### config.mk
export PLATFORM = sky130hd
export DESIGN_NAME = bcd_counter_nd
export DESIGN_NICKNAME = d
export VERILOG_FILES = /design/src/rtl/bcd_pkg.sv /design/src/rtl/bcd_digit_step.sv /design/src/rtl/bcd_counter_nd.sv
export SDC_FILE = /design/constraint.sdc
export NUM_CORES = 1
export LEC_CHECK = 0
export ABC_AREA = 1
export CAP_MARGIN = 20
export CORE_MARGIN = 3
export CORE_UTILIZATION = 50
export DETAILED_ROUTE_END_ITERATION = 6
export DONT_BUFFER_PORTS = 1
export GPL_TIMING_DRIVEN = 0
export HOLD_SLACK_MARGIN = 0.03
export PLACE_DENSITY = 0.73
export REMOVE_ABC_BUFFERS = 1
export SYNTH_ARGS = -nofsm -noshare
export SYNTH_HDL_FRONTEND = slang
export SYNTH_SLANG_ARGS = --single-unit
### constraint.sdc
create_clock -name clk -period 6.69 [get_ports clk]
set_input_delay 0 -clock clk [delete_from_list [all_inputs] [get_ports clk]]
set_output_delay 0 -clock clk [all_outputs]
set_load 0.02 [all_outputs]
### src/rtl/bcd_pkg.sv
// bcd_pkg: shared BCD constants and helpers for the counter family
package bcd_pkg;
  localparam int BCD_DIGIT_W = 4;
  function automatic logic bcd_digit_valid(input logic [BCD_DIGIT_W-1:0] nibble);
    return nibble <= 4'd9;
  endfunction
  // 99..9 with the given number of digits, zero-extended to 16 digits
  function automatic logic [63:0] bcd_all_ones(input int digits);
    logic [63:0] r;
    r = '0;
    for (int i = 0; i < 16; i++)
      if (i < digits) r[i*BCD_DIGIT_W +: BCD_DIGIT_W] = 4'd9;
    return r;
  endfunction
endpackage

### src/rtl/bcd_digit_step.sv
// bcd_digit_step: single BCD digit +/-1 gated by a carry/borrow in
module bcd_digit_step
  import bcd_pkg::*;
(
  input  logic [BCD_DIGIT_W-1:0] d_i,
  input  logic                   dn_i,
  input  logic                   ci_i,
  output logic [BCD_DIGIT_W-1:0] q_o,
  output logic                   co_o
);
  // up: 9 -> 0 with carry; down: 0 -> 9 with borrow; no ci means pass-through
  always_comb begin
    co_o = ci_i && (dn_i ? d_i == 4'd0 : d_i == 4'd9);
    q_o  = !ci_i ? d_i :
           dn_i  ? (d_i == 4'd0 ? 4'd9 : d_i - 4'd1) :
                   (d_i == 4'd9 ? 4'd0 : d_i + 4'd1);
  end
endmodule

### src/rtl/bcd_counter_nd.sv
// bcd_counter_nd: N-digit BCD counter with live modulus, up/down, checked load, wrap pulse
module bcd_counter_nd
  import bcd_pkg::*;
#(
  parameter int               DIGITS    = 4,
  parameter logic [4*DIGITS-1:0] RESET_VAL = '0
) (
  input  logic                  clk,
  input  logic                  rst,
  input  logic                  en,
  input  logic                  dir,
  input  logic                  load,
  input  logic [4*DIGITS-1:0]   load_val,
  input  logic [4*DIGITS-1:0]   bcd_max,
  output logic [4*DIGITS-1:0]   count,
  output logic                  wrap,
  output logic                  load_err,
  output logic                  at_zero
);
  localparam int W = BCD_DIGIT_W * DIGITS;
  localparam logic [63:0] ALL_NINES = bcd_all_ones(DIGITS);
  logic [W-1:0] count_q, count_d, inc, dec, max_dec, m_minus1;
  logic         wrap_q, wrap_d, err_q, err_d;
  logic [DIGITS:0] ic, dc, mc;
  logic         full, digits_ok, load_ok, up_wrap, dn_wrap;
  assign ic[0] = 1'b1;
  assign dc[0] = 1'b1;
  assign mc[0] = 1'b1;
  // ripple chains: count+1, count-1, and bcd_max-1 for the wrap target
  for (genvar g = 0; g < DIGITS; g++) begin : g_dig
    bcd_digit_step u_inc (.d_i(count_q[g*4 +: 4]), .dn_i(1'b0), .ci_i(ic[g]), .q_o(inc[g*4 +: 4]), .co_o(ic[g+1]));
    bcd_digit_step u_dec (.d_i(count_q[g*4 +: 4]), .dn_i(1'b1), .ci_i(dc[g]), .q_o(dec[g*4 +: 4]), .co_o(dc[g+1]));
    bcd_digit_step u_max (.d_i(bcd_max[g*4 +: 4]), .dn_i(1'b1), .ci_i(mc[g]), .q_o(max_dec[g*4 +: 4]), .co_o(mc[g+1]));
  end
  // bcd_max == 0 selects the full 10^DIGITS range, which does not fit in W bits
  always_comb begin
    full     = bcd_max == '0;
    m_minus1 = full ? ALL_NINES[W-1:0] : max_dec;
    digits_ok = 1'b1;
    for (int i = 0; i < DIGITS; i++)
      digits_ok = digits_ok & bcd_digit_valid(load_val[i*4 +: 4]);
    load_ok = digits_ok && (full || load_val < bcd_max);
    up_wrap = count_q >= m_minus1;
    dn_wrap = count_q == '0 || (!full && count_q >= bcd_max);
  end
  // priority mux: load over step over hold; rst handled in the register
  always_comb begin
    count_d = load ? (load_ok ? load_val : count_q) :
              en   ? (dir ? (dn_wrap ? m_minus1 : dec) : (up_wrap ? '0 : inc)) :
                     count_q;
    wrap_d  = !load && en && (dir ? dn_wrap : up_wrap);
    err_d   = load && !load_ok;
  end
  // count and one-cycle event pulses
  always_ff @(posedge clk) begin
    if (rst) begin
      count_q <= RESET_VAL;
      wrap_q  <= 1'b0;
      err_q   <= 1'b0;
    end else begin
      count_q <= count_d;
      wrap_q  <= wrap_d;
      err_q   <= err_d;
    end
  end
  assign count    = count_q;
  assign wrap     = wrap_q;
  assign load_err = err_q;
  assign at_zero  = count_q == '0;
endmodule
==> results of run 1 <==
## through the flow
stage	std cells	power (mW)	area [um^2]
3_3_place_gp	647	0.423	3520
3_5_place_dp	647	0.432	3520
5_1_grt	675	0.602	3820
2_1_floorplan	570	0.369	3420
4_1_cts	675	0.547	3820
6_report	675	0.548	3820
## logic make-up after synthesis
family                     share of synthesized area [%]
buffers and inverters                               10.4
xor gates and xnor gates                            2.52
AOI/OAI and AO/OA                                   13.3
adders and majority gates                           22.3
DFF                                                 10.4
and+or+nand+nor                                     41.1
## repair_timing
item	CTS	global route
hold buffers	24	0
hold endpoints to repair	18	0
gates resized for setup	0	0
## synth_stat cells (2+ instances only)
cell type | count | area share (%)
nand3_2 | 3 | 0.86
nand3_1 | 46 | 6.6
xnor2_1 | 2 | 0.50
ha_1 | 62 | 22
o21bai_1 | 2 | 0.43
a211oi_1 | 2 | 0.43
inv_2 | 4 | 0.43
nand4_1 | 14 | 2.5
a21oi_1 | 42 | 6.0
xor2_1 | 8 | 2.0
o21ai_0 | 26 | 3.7
nor2_1 | 73 | 7.9
nand2_2 | 2 | 0.36
nand2_4 | 6 | 1.9
o21ai_1 | 2 | 0.29
o21a_1 | 3 | 0.65
clkbuf_1 | 5 | 0.54
dfxtp_1 | 18 | 10
o211ai_1 | 2 | 0.43
nor3_1 | 3 | 0.43
inv_1 | 77 | 8.3
or2_2 | 8 | 1.4
buf_6 | 2 | 0.65
nand2_1 | 151 | 16
nor2_4 | 2 | 0.65
## critical path: cells and delay by family
family / cells / cell delay [ps]
AO/OA/AOI/OAI: 5 / 740
adder cells (fa/ha/maj): 2 / 460
buffers and inverters: 5 / 1100
AND/OR/NAND/NOR: 10 / 1270
## how the worst max path moves through the flow
stage | start | endpoint | cells past startpoint
floorplan | bcd_max[0] | count[15]$_SDFFE_PP0P_ | 21
CTS | bcd_max[0] | count[15]$_SDFFE_PP0P_ | 22
finish | bcd_max[0] | count[15]$_SDFFE_PP0P_ | 22
global route | bcd_max[0] | count[15]$_SDFFE_PP0P_ | 22
detailed placement | bcd_max[0] | count[15]$_SDFFE_PP0P_ | 21
global placement | bcd_max[0] | count[10]$_SDFFE_PP0P_ | 20
## state kept, by name, summed over array words and instances, names as in the netlist
register / flops
load_err: 1
wrap: 1
count: 16
## power breakdown
group	internal, mW	switching, mW
registers	0.117	0.0376
clock network	0.0526	0.0450
logic	0.113	0.183
## routing by layer
metal	GRT usage (%)	part of all wire, %	vias up	routed length [um]
li1	-	-	1922	-
met1	33.4	43	1654	4290
met2	43.1	47	134	4670
met3	5.07	7.4	16	738
met4	6.63	2.1	0	208
met5	0	0	-	0
## final cells by class
type,instances,area [um^2]
Inverter,82,309
Fill cell,646,2720
Tap cell,77,96.3
Multi-Input combinational cell,470,2760
Timing Repair Buffer,24,240
Sequential cell,18,360
Clock buffer,4,55.1
==> metrics.md, run 1 <==
| Metric | Value |
|---|---|
| Status | complete, no violations |
| Register-to-Register Path Depth | 15 |
| Crit path largest cell delay | 570 ps |
| Reg-to-Reg Start | count[4]$_SDFFE_PP0P_ |
| Setup TNS | 0 ps |
| Hold Crit Depth | 5 |
| P per Cell Area | 144 nW/um^2 |
| Worst hold path startpoint | load_val[12] |
| Number of synthesized flops with an enable pin | 0 |
| Grt ovf | 0 |
| # diodes | 0 |
| Max-cap violation count | 0 |
| Leakage | 2.12 nW |
| Data required, critical path | 6900 ps |
| Die height | 89.4 um |
| Min Hold Slack | 43.9 ps |
| Starting Density | 53.3% |
| Sequential-to-total area share from yosys stat | 10.4% |
| Root buf cell | clkbuf_8 |
| Synth Cell Area | 3480 um^2 |
| Longest Clk Path Bufs | 2 |
| Starting DRT DRC Count | 241 |
| Vias in the first global route | 3564 |
| WP data arrival | 3570 ps |
| Post-placement setup slack | 3660 ps |
| Via-per-instance ratio | 5.52 |
| Fin. Hold Viols | 0 |
| Yosys reg bits | 18 |
| Crit-path cells | inv_1 -> ha_1 -> nand3_4 -> nor2_4 -> nand2_1 -> inv_1 -> nand2_1 -> o21ai_0 -> nand2_1 -> inv_1 -> ha_1 -> a21oi_1 -> o21ai_0 -> a21oi_1 -> and2_1 -> nand3_2 -> inv_1 -> nand2_1 -> a21oi_1 -> dlygate4sd3_1 -> nor2_1 -> nor2_1 |
| Worst Skew | 5.06 ps |
| Total track usage | 25.7% |
| Reg-to-reg slack, setup | 3480 ps |
| P&R area growth vs syn | 9.71% |
| RSZ-0062 raised after global routing | no |
| Final wirelength | 9910 um |
| Worst hold path class | input port to flip-flop |
| Postcts setup bufs | 0 |
| Worst R2R End | count[9]$_SDFFE_PP0P_ |
| Slew headroom | 52.0% |
| Wirelength per Cell | 14.7 um |
| Slew Limit Fails | 0 |
| Peak supply drop | 0.0731 mV |
| Final worst path period share | 50.2% |
| Max stage delay cell, worst path | dlygate4sd3_1 |
| GPL Wtd Cong | 0.881 |
| Die area | 7990 um^2 |
| Port-buffer cells | 0 |
| H-tree Lvls | 1 |
| I/O pins | 56 |
| Prevailing post-synth register cell | dfxtp_1 |
| Synth async-reset ratio | 0% |
| First-pass GRT wire length | 16300 um |
| Layout Nets | 698 |
| Worst-path fanout max | 10 |
| Clock transition at path regs | 80 ps |
| Crit path launch type | input port |
| Fmax | 298 MHz |
| Min Tclk post-route | 3360 ps |
| Endpoints failing setup | 0 |
| Most frequent cells in the layout | nand2_1 (151), inv_1 (77), nor2_1 (73) |
| Worst-skew pair later-pin latency | 270 ps |
| Clk sink count | 18 |
| Yosys warning count | 0 |
| Final HPWL DP | 7640 um |
| Post-route ant nets | 0 |
| CTS Buf Count | 3 |
| Worst-margin pin slew | 718 ps |
| Syn Inst Count | 579 |
| CP Capture Type | flip-flop |
| # DRC | 0 |
| FP Rows | 29 |
| Die X | 89.4 um |
| Syn Area/Cell | 6.01 um^2 |
| Worst hold endpoint | count[12]$_SDFFE_PP0P_ |
| Initial antenna violation count | 0 |
| Core Area | 6530 um^2 |
| Commonest non-fill, non-tap cell in the layout | nand2_1 |
| Synth cell types | 39 |
| Drt first pass iters | 6 |
| Kind of critical path | input port to flip-flop |
| Share of cells above drive strength 1 | 5.85% |
| Final Util | 58.4% |
| Total number of vias | 3726 |
| Worst setup margin | 3330 ps |
| Largest net degree at the start of global routing | 17 |
| CTS tree | built |
No activity file was read; power rests on OpenSTA's default activity.
==> run 2: changes to the inputs <==
--- a/config.mk
+++ b/config.mk
@@ -13,7 +13,7 @@
 export DONT_BUFFER_PORTS = 1
 export GPL_TIMING_DRIVEN = 0
 export HOLD_SLACK_MARGIN = 0.03
-export PLACE_DENSITY = 0.73
+export PLACE_DENSITY = 0.76
 export REMOVE_ABC_BUFFERS = 1
 export SYNTH_ARGS = -nofsm -noshare
 export SYNTH_HDL_FRONTEND = slang
==> constraint.sdc (replaced) <==
create_clock -name clk -period 2.9 [get_ports clk]
set_input_delay 0 -clock clk [delete_from_list [all_inputs] [get_ports clk]]
set_output_delay 0 -clock clk [all_outputs]
set_load 0.02 [all_outputs]
==> run 2 against run 1 <==
Sequential share of layout area grew 0.075 points. Clock power grew 130%. Clock skew shrank 2.8 ps. Sequential cell count is the same. Core utilization shrank 0.057 points. Wire length grew 1.6%. Cell count shrank 0.44%. Sequential power grew 130%. Count of clock-buffer cells in the layout is the same. Critical path type is now flip-flop to flip-flop. Largest cell class unchanged.
==> metrics.md, run 2 (synthesized netlist as in run 1, its figures left out) <==
| Metric | Value |
|---|---|
| Reg-to-Reg Start | count[2]$_SDFFE_PP0P_ |
| Final worst path period share | 91.2% |
| Seq pwr share | 28.4% (about the same) |
| Root buf cell | clkbuf_8 |
| Port-buffer cells | 0 (unchanged) |
| Most common cell type on the critical path | nand2_1 |
| Crit path largest cell delay | 720 ps (+150 ps) |
| Critical Path Start | count[2]$_SDFFE_PP0P_ |
| Reg area | 363 um^2 (+0.69%) |
| Die height | 89.4 um (unchanged) |
| Commonest non-fill, non-tap cell in the layout | nand2_1 |
| Worst setup margin | 255 ps (-3080 ps) |
| Die area | 7990 um^2 (unchanged) |
| Vias in the first global route | 3565 (+0.028%) |
| Dpl cells | 647 (unchanged) |
| Switch share | 48.6% (+0.18 points) |
| WP data arrival | 2810 ps (-760 ps) |
| Slew headroom | 50.3% (-1.6 points) |
| GPL Wtd Cong | 0.916 (+4.0%) |
| Comb power frac | 54.0% (about the same) |
| Die X | 89.4 um (unchanged) |
| Starting DRT DRC Count | 188 (-22%) |
| Register-to-Register Path Depth | 17 (+2) |
| Fmax | 378 MHz |
| Critical Path End | count[4]$_SDFFE_PP0P_ |
| Worst R2R End | count[4]$_SDFFE_PP0P_ |
| Min Tclk post-route | 2650 ps |
| Max reg flops | 16 (unchanged) |
| Worst-margin pin slew | 743 ps (+24.3 ps) |
| Endpoints failing setup | 0 (unchanged) |
| Fin. Hold Viols | 0 (unchanged) |
| Worst hold path class | input port to flip-flop |
| Initial antenna violation count | 0 (unchanged) |
| I/O pins | 56 (unchanged) |
| Total number of vias | 3793 (+1.8%) |
| Layout Nets | 695 (-0.43%) |
| Max-cap violation count | 0 (unchanged) |
| Dpl cell area | 3520 um^2 (unchanged) |
| First-pass GRT wire length | 16400 um (+0.85%) |
| Final wirelength | 10100 um (+1.6%) |
| Longest Clk Path Bufs | 2 (unchanged) |
| Drt first pass iters | 5 (-1) |
| FP Rows | 29 (unchanged) |
| Share of cells above drive strength 1 | 7.56% (+1.7 points) |
| # DRC | 0 (unchanged) |
| Status | complete, no violations |
| P_sw | 614 uW (+130%) |
| Final Util | 58.4% (about the same) |
| Core Area | 6530 um^2 (unchanged) |
| Fin area | 3810 um^2 (about the same) |
| Grt ovf | 0 (unchanged) |
| Via-per-instance ratio | 5.64 (+2.3%) |
| Clock transition at path regs | 80 ps (about the same) |
| Most frequent cells in the layout | nand2_1 (151), inv_1 (77), nor2_1 (72) |
| CTS Buf Count | 3 (unchanged) |
| Post-placement setup slack | -221 ps (-3880 ps) |
| # diodes | 0 (unchanged) |
| P per Cell Area | 331 nW/um^2 (+130%) |
| Overall Power | 1.26 mW (+130%) |
| Crit-path cells | ha_1 -> nand2_1 -> inv_1 -> a21oi_1 -> nand2_1 -> nand2_1 -> nand2_1 -> nand2_8 -> nand2_4 -> nor2_4 -> nand2_1 -> nand2_1 -> inv_2 -> nand2_4 -> nand2_1 -> nand2_1 -> nor2_1 |
| Final std cells w/o fill | 672 (-0.44%) |
| CTS tree | built |
| Data required, critical path | 3060 ps (-3840 ps) |
| Final HPWL DP | 7520 um (-1.6%) |
| Starting Density | 53.3% (unchanged) |
| H-tree Lvls | 1 (unchanged) |
| Multi-input combinational cell area | 2780 um^2 (+1.0%) |
| CP Capture Type | flip-flop |
| Crit path launch type | flip-flop |
| Slew Limit Fails | 0 (unchanged) |
| Total track usage | 26.0% (+0.32 points) |
| Clock Power Share | 17.6% (-0.2 points) |
| Pint | 649 uW (+130%) |
| Largest net degree at the start of global routing | 17 (unchanged) |
| Worst-skew pair later-pin latency | 260 ps (about the same) |
| Leakage | 2.09 nW (-1.1%) |
| Post-route ant nets | 0 (unchanged) |
| RSZ-0062 raised after global routing | no |
| Worst-path fanout max | 16 (+6) |
| Clk sink count | 18 (unchanged) |
| P&R area growth vs syn | 9.60% (about the same) |
| Fill cells | 638 (-1.2%) |
| Max stage delay cell, worst path | dfxtp_1 |
| Kind of critical path | flip-flop to flip-flop |
| Peak supply drop | 0.219 mV (+200%) |
| Wirelength per Cell | 15.0 um (+2.1%) |
| Worst Skew | 2.27 ps (-2.79 ps) |
| Reg-to-reg slack, setup | 250 ps (-3230 ps) |
| Worst hold path startpoint | dir |
==> run 2: cell types whose count changed in the layout (fill, tap and decap cells not counted), moves of 2 or more <==
cell           delta
buf_4             +2
dlygate4sd3_1     -5
dfxtp_1           -2
dfxtp_2           +2
==> run 2: how the worst min path moves through the flow <==
stage                                   endpoint  depth (start not counted)  slack [ps]
after global placement    count[12]$_SDFFE_PP0P_                          1          70
after global routing       count[5]$_SDFFE_PP0P_                          4          60
after detailed placement  count[12]$_SDFFE_PP0P_                          1          70
final                     count[11]$_SDFFE_PP0P_                          4          30
after floorplan           count[12]$_SDFFE_PP0P_                          1          70
after CTS                  count[5]$_SDFFE_PP0P_                          4          30
==> run 2: layer usage <==
layer | up-vias | global-route usage (%) | wire [um]
met5 | - | 0 | 0
met4 | 0 | 9.47 | 262
met3 | 20 | 5.99 | 749
met2 | 142 | 43.2 | 4720
met1 | 1712 | 32.6 | 4340
li1 | 1919 | - | -
==> run 2: final cells by class <==
class                      instances  share of cell area (%)
sequential                        18                    9.52
clock buffer                       4                    1.44
multi-input combinational        470                    73.0
timing repair buffer              21                    5.38
tap                               77                    2.53
inverter                          82                    8.11
==> run 2: repair_timing <==
action                                 4_1_cts  5_1_grt
hold buffers                                19        0
endpoints found under the hold margin       18        0
setup endpoints to repair                    0       15
buffers inserted                             0        2
resized for setup                            0       10
==> run 2: critical path: cells and delay by family (launching register included) <==
| family | cells | cell delay, ps |
|---|---|---|
| adders and majority gates | 1 | 350 |
| buffers and inverters | 2 | 80 |
| AOI/OAI and AO/OA | 1 | 130 |
| DFF | 1 | 720 |
| and+or+nand+nor | 13 | 1240 |
==> run 2: power groups by stage <==
stage	sequential, mW	clock [mW]	combinational [mW]
after floorplan	0.341	0	0.511
after global placement	0.363	0	0.609
after detailed placement	0.364	0	0.628
after CTS	0.357	0.225	0.659
after global routing	0.366	0.238	0.785
final	0.358	0.223	0.682
==> run 2: per-stage QoR <==
stage	TNS (ps)	hold WS [ps]
after floorplan	0	71.5
after global placement	-1080	74.9
after detailed placement	-1690	74.8
after CTS	0	33.4
after global routing	0	57.7
final	0	34.2
==> run 3: changes to the inputs <==
--- a/config.mk
+++ b/config.mk
@@ -8,12 +8,12 @@
 export ABC_AREA = 1
 export CAP_MARGIN = 20
 export CORE_MARGIN = 3
-export CORE_UTILIZATION = 50
+export CORE_UTILIZATION = 40
 export DETAILED_ROUTE_END_ITERATION = 6
 export DONT_BUFFER_PORTS = 1
 export GPL_TIMING_DRIVEN = 0
 export HOLD_SLACK_MARGIN = 0.03
-export PLACE_DENSITY = 0.76
+export PLACE_DENSITY = 0.64
 export REMOVE_ABC_BUFFERS = 1
 export SYNTH_ARGS = -nofsm -noshare
 export SYNTH_HDL_FRONTEND = slang
==> run 3 against run 2 <==
Non-clock buffer count down 1. Cell count grew 4.0%. Clock skew is essentially flat. Cell area increased by 0.62%. First-iteration DRC count is 15% higher. Register-to-register slack lost 30 ps. Wire length grew 2.9%. Combinational power is essentially flat. Sequential share of layout area is 0.10 points higher. Critical endpoint is now count[9]$_SDFFE_PP0P_.
==> metrics.md, run 3 (synthesized netlist as in run 1, its figures left out) <==
| Metric | Value |
|---|---|
| Status | complete, no violations |
| Reg-to-Reg Start | count[8]$_SDFFE_PP0P_ |
| Worst setup margin | 229 ps (-25.0 ps) |
| Starting DRT DRC Count | 216 (+15%) |
| Max reg flops | 16 (unchanged) |
| Peak supply drop | 0.193 mV (-12%) |
| Commonest non-fill, non-tap cell in the layout | nand2_1 |
| Wirelength per Cell | 14.8 um (-1.0%) |
| Critical Path Start | count[8]$_SDFFE_PP0P_ |
| Kind of critical path | flip-flop to flip-flop |
| Die height | 99.3 um (+11%) |
| Clk sink count | 18 (unchanged) |
| Most frequent cells in the layout | nand2_1 (151), inv_1 (77), nor2_1 (73) |
| Data required, critical path | 3070 ps (about the same) |
| Largest net degree at the start of global routing | 17 (unchanged) |
| Reg-to-reg slack, setup | 230 ps (-30 ps) |
| Worst-skew pair later-pin latency | 270 ps (about the same) |
| Max-cap violation count | 0 (unchanged) |
| Critical Path End | count[9]$_SDFFE_PP0P_ |
| Final wirelength | 10400 um (+2.9%) |
| P&R area growth vs syn | 10.3% |
| Slew Limit Fails | 0 (unchanged) |
| Comb power frac | 53.7% (-0.3 points) |
| Worst Skew | 2.16 ps (-0.105 ps) |
| Clock Power Share | 17.8% (+0.2 points) |
| Post-placement setup slack | -194 ps (+27.0 ps) |
| Final worst path period share | 92.1% (+0.86 points) |
| Reg area | 369 um^2 (+1.7%) |
| WP data arrival | 2840 ps (+30 ps) |
| Vias in the first global route | 3559 (-0.17%) |
| Layout Nets | 694 (-0.14%) |
| Register-to-Register Path Depth | 14 (-3) |
| Total track usage | 20.8% (-5.1 points) |
| Endpoints failing setup | 0 (unchanged) |
| Leakage | 2.09 nW (about the same) |
| Worst-path fanout max | 9 (-7) |
| Starting Density | 41.7% (-12 points) |
| Initial antenna violation count | 0 (unchanged) |
| Post-route ant nets | 0 (unchanged) |
| I/O pins | 56 (unchanged) |
| Switch share | 48.8% (+0.19 points) |
| Multi-input combinational cell area | 2770 um^2 (-0.36%) |
| Slew headroom | 52.2% (+1.9 points) |
| Fmax | 374 MHz (-0.94%) |
| Worst hold path class | input port to flip-flop |
| P per Cell Area | 330 nW/um^2 (-0.53%) |
| Pint | 647 uW (-0.28%) |
| # diodes | 0 (unchanged) |
| Min Tclk post-route | 2670 ps (+25.0 ps) |
| H-tree Lvls | 1 (unchanged) |
| Share of cells above drive strength 1 | 7.74% (+0.18 points) |
| # DRC | 0 (unchanged) |
| Total number of vias | 3719 (-2.0%) |
| Via-per-instance ratio | 5.32 (-5.7%) |
| Die area | 9850 um^2 (+23%) |
| FP Rows | 33 (+14%) |
| CTS Buf Count | 3 (unchanged) |
| CP Capture Type | flip-flop |
| Die X | 99.3 um (+11%) |
| Worst R2R End | count[9]$_SDFFE_PP0P_ |
| Final HPWL DP | 7970 um (+6.0%) |
| Drt first pass iters | 5 (unchanged) |
| Crit path launch type | flip-flop |
| Longest Clk Path Bufs | 2 (unchanged) |
| Port-buffer cells | 0 (unchanged) |
| CTS tree | built |
| Core Area | 8340 um^2 (+28%) |
| Seq pwr share | 28.5% (about the same) |
| Worst-margin pin slew | 715 ps (-27.8 ps) |
| Clock transition at path regs | 80 ps (about the same) |
| GPL Wtd Cong | 0.864 (-5.7%) |
| Fin. Hold Viols | 0 (unchanged) |
| First-pass GRT wire length | 17000 um (+3.3%) |
| Grt ovf | 0 (unchanged) |
| Final Util | 46.0% (-12 points) |
| Fill cells | 911 (+43%) |
| Hold Crit Depth | 4 (unchanged) |
| P_sw | 617 uW (+0.48%) |
| Overall Power | 1.26 mW (about the same) |
| Worst hold path startpoint | dir |
| Root buf cell | clkbuf_8 |
==> run 3: per-stage QoR <==
stage | instances | area (um^2) | hold slack, ps | TNS, ps
after floorplan | 570 | 3420 | 71.5 | 0
after global placement | 675 | 3560 | 75.1 | -927
after detailed placement | 675 | 3560 | 76.1 | -1280
after CTS | 698 | 3800 | 33.3 | 0
after global routing | 699 | 3840 | 54.2 | -67.4
final | 699 | 3840 | 37.8 | 0
==> run 3: worst min path at each step <==
stage	slack, ps	end
after floorplan	70	count[12]$_SDFFE_PP0P_
after global placement	80	count[12]$_SDFFE_PP0P_
after detailed placement	80	count[12]$_SDFFE_PP0P_
after CTS	30	count[15]$_SDFFE_PP0P_
after global routing	50	count[10]$_SDFFE_PP0P_
final	40	count[10]$_SDFFE_PP0P_
==> run 3: power by group through the flow <==
stage	Sequential [mW]	Combinational, mW	Clock, mW
finish	0.360	0.679	0.225
global route	0.365	0.779	0.239
CTS	0.357	0.670	0.233
detailed placement	0.364	0.637	0
global placement	0.363	0.622	0
floorplan	0.341	0.511	0
==> run 3: layer usage <==
metal	vias up	global-route usage, %	wire, um
li1	1915	-	-
met4	0	5.36	211
met1	1694	27.3	4690
met3	14	2.81	555
met2	96	36.0	4910
met5	-	0	0
==> run 3: timing repair <==
| action | in CTS | in global routing |
|---|---|---|
| setup buffers | 0 | 1 |
| hold endpoints to repair | 18 | 0 |
| setup endpoints to repair | 0 | 13 |
| hold buffers | 19 | 0 |
| gates resized for setup | 0 | 11 |
==> run 3: layout make-up <==
type,instances,share of cell area (%)
Multi-Input combinational cell,470,72.3
Tap cell,105,3.42
Clock buffer,4,1.44
Sequential cell,18,9.62
Inverter,82,8.06
Timing Repair Buffer,20,5.15
==> run 3: critical path, cell delays in order (launching register included) <==
cell	delay, ps
dfxtp_1	670
inv_1	180
ha_1	290
nand2_1	110
nor2_1	50
inv_1	130
nor2_2	80
nand2_4	140
inv_1	170
a21oi_4	320
nand2_1	100
nand3_1	100
nand2_1	60
a21oi_1	120
nor2_1	50
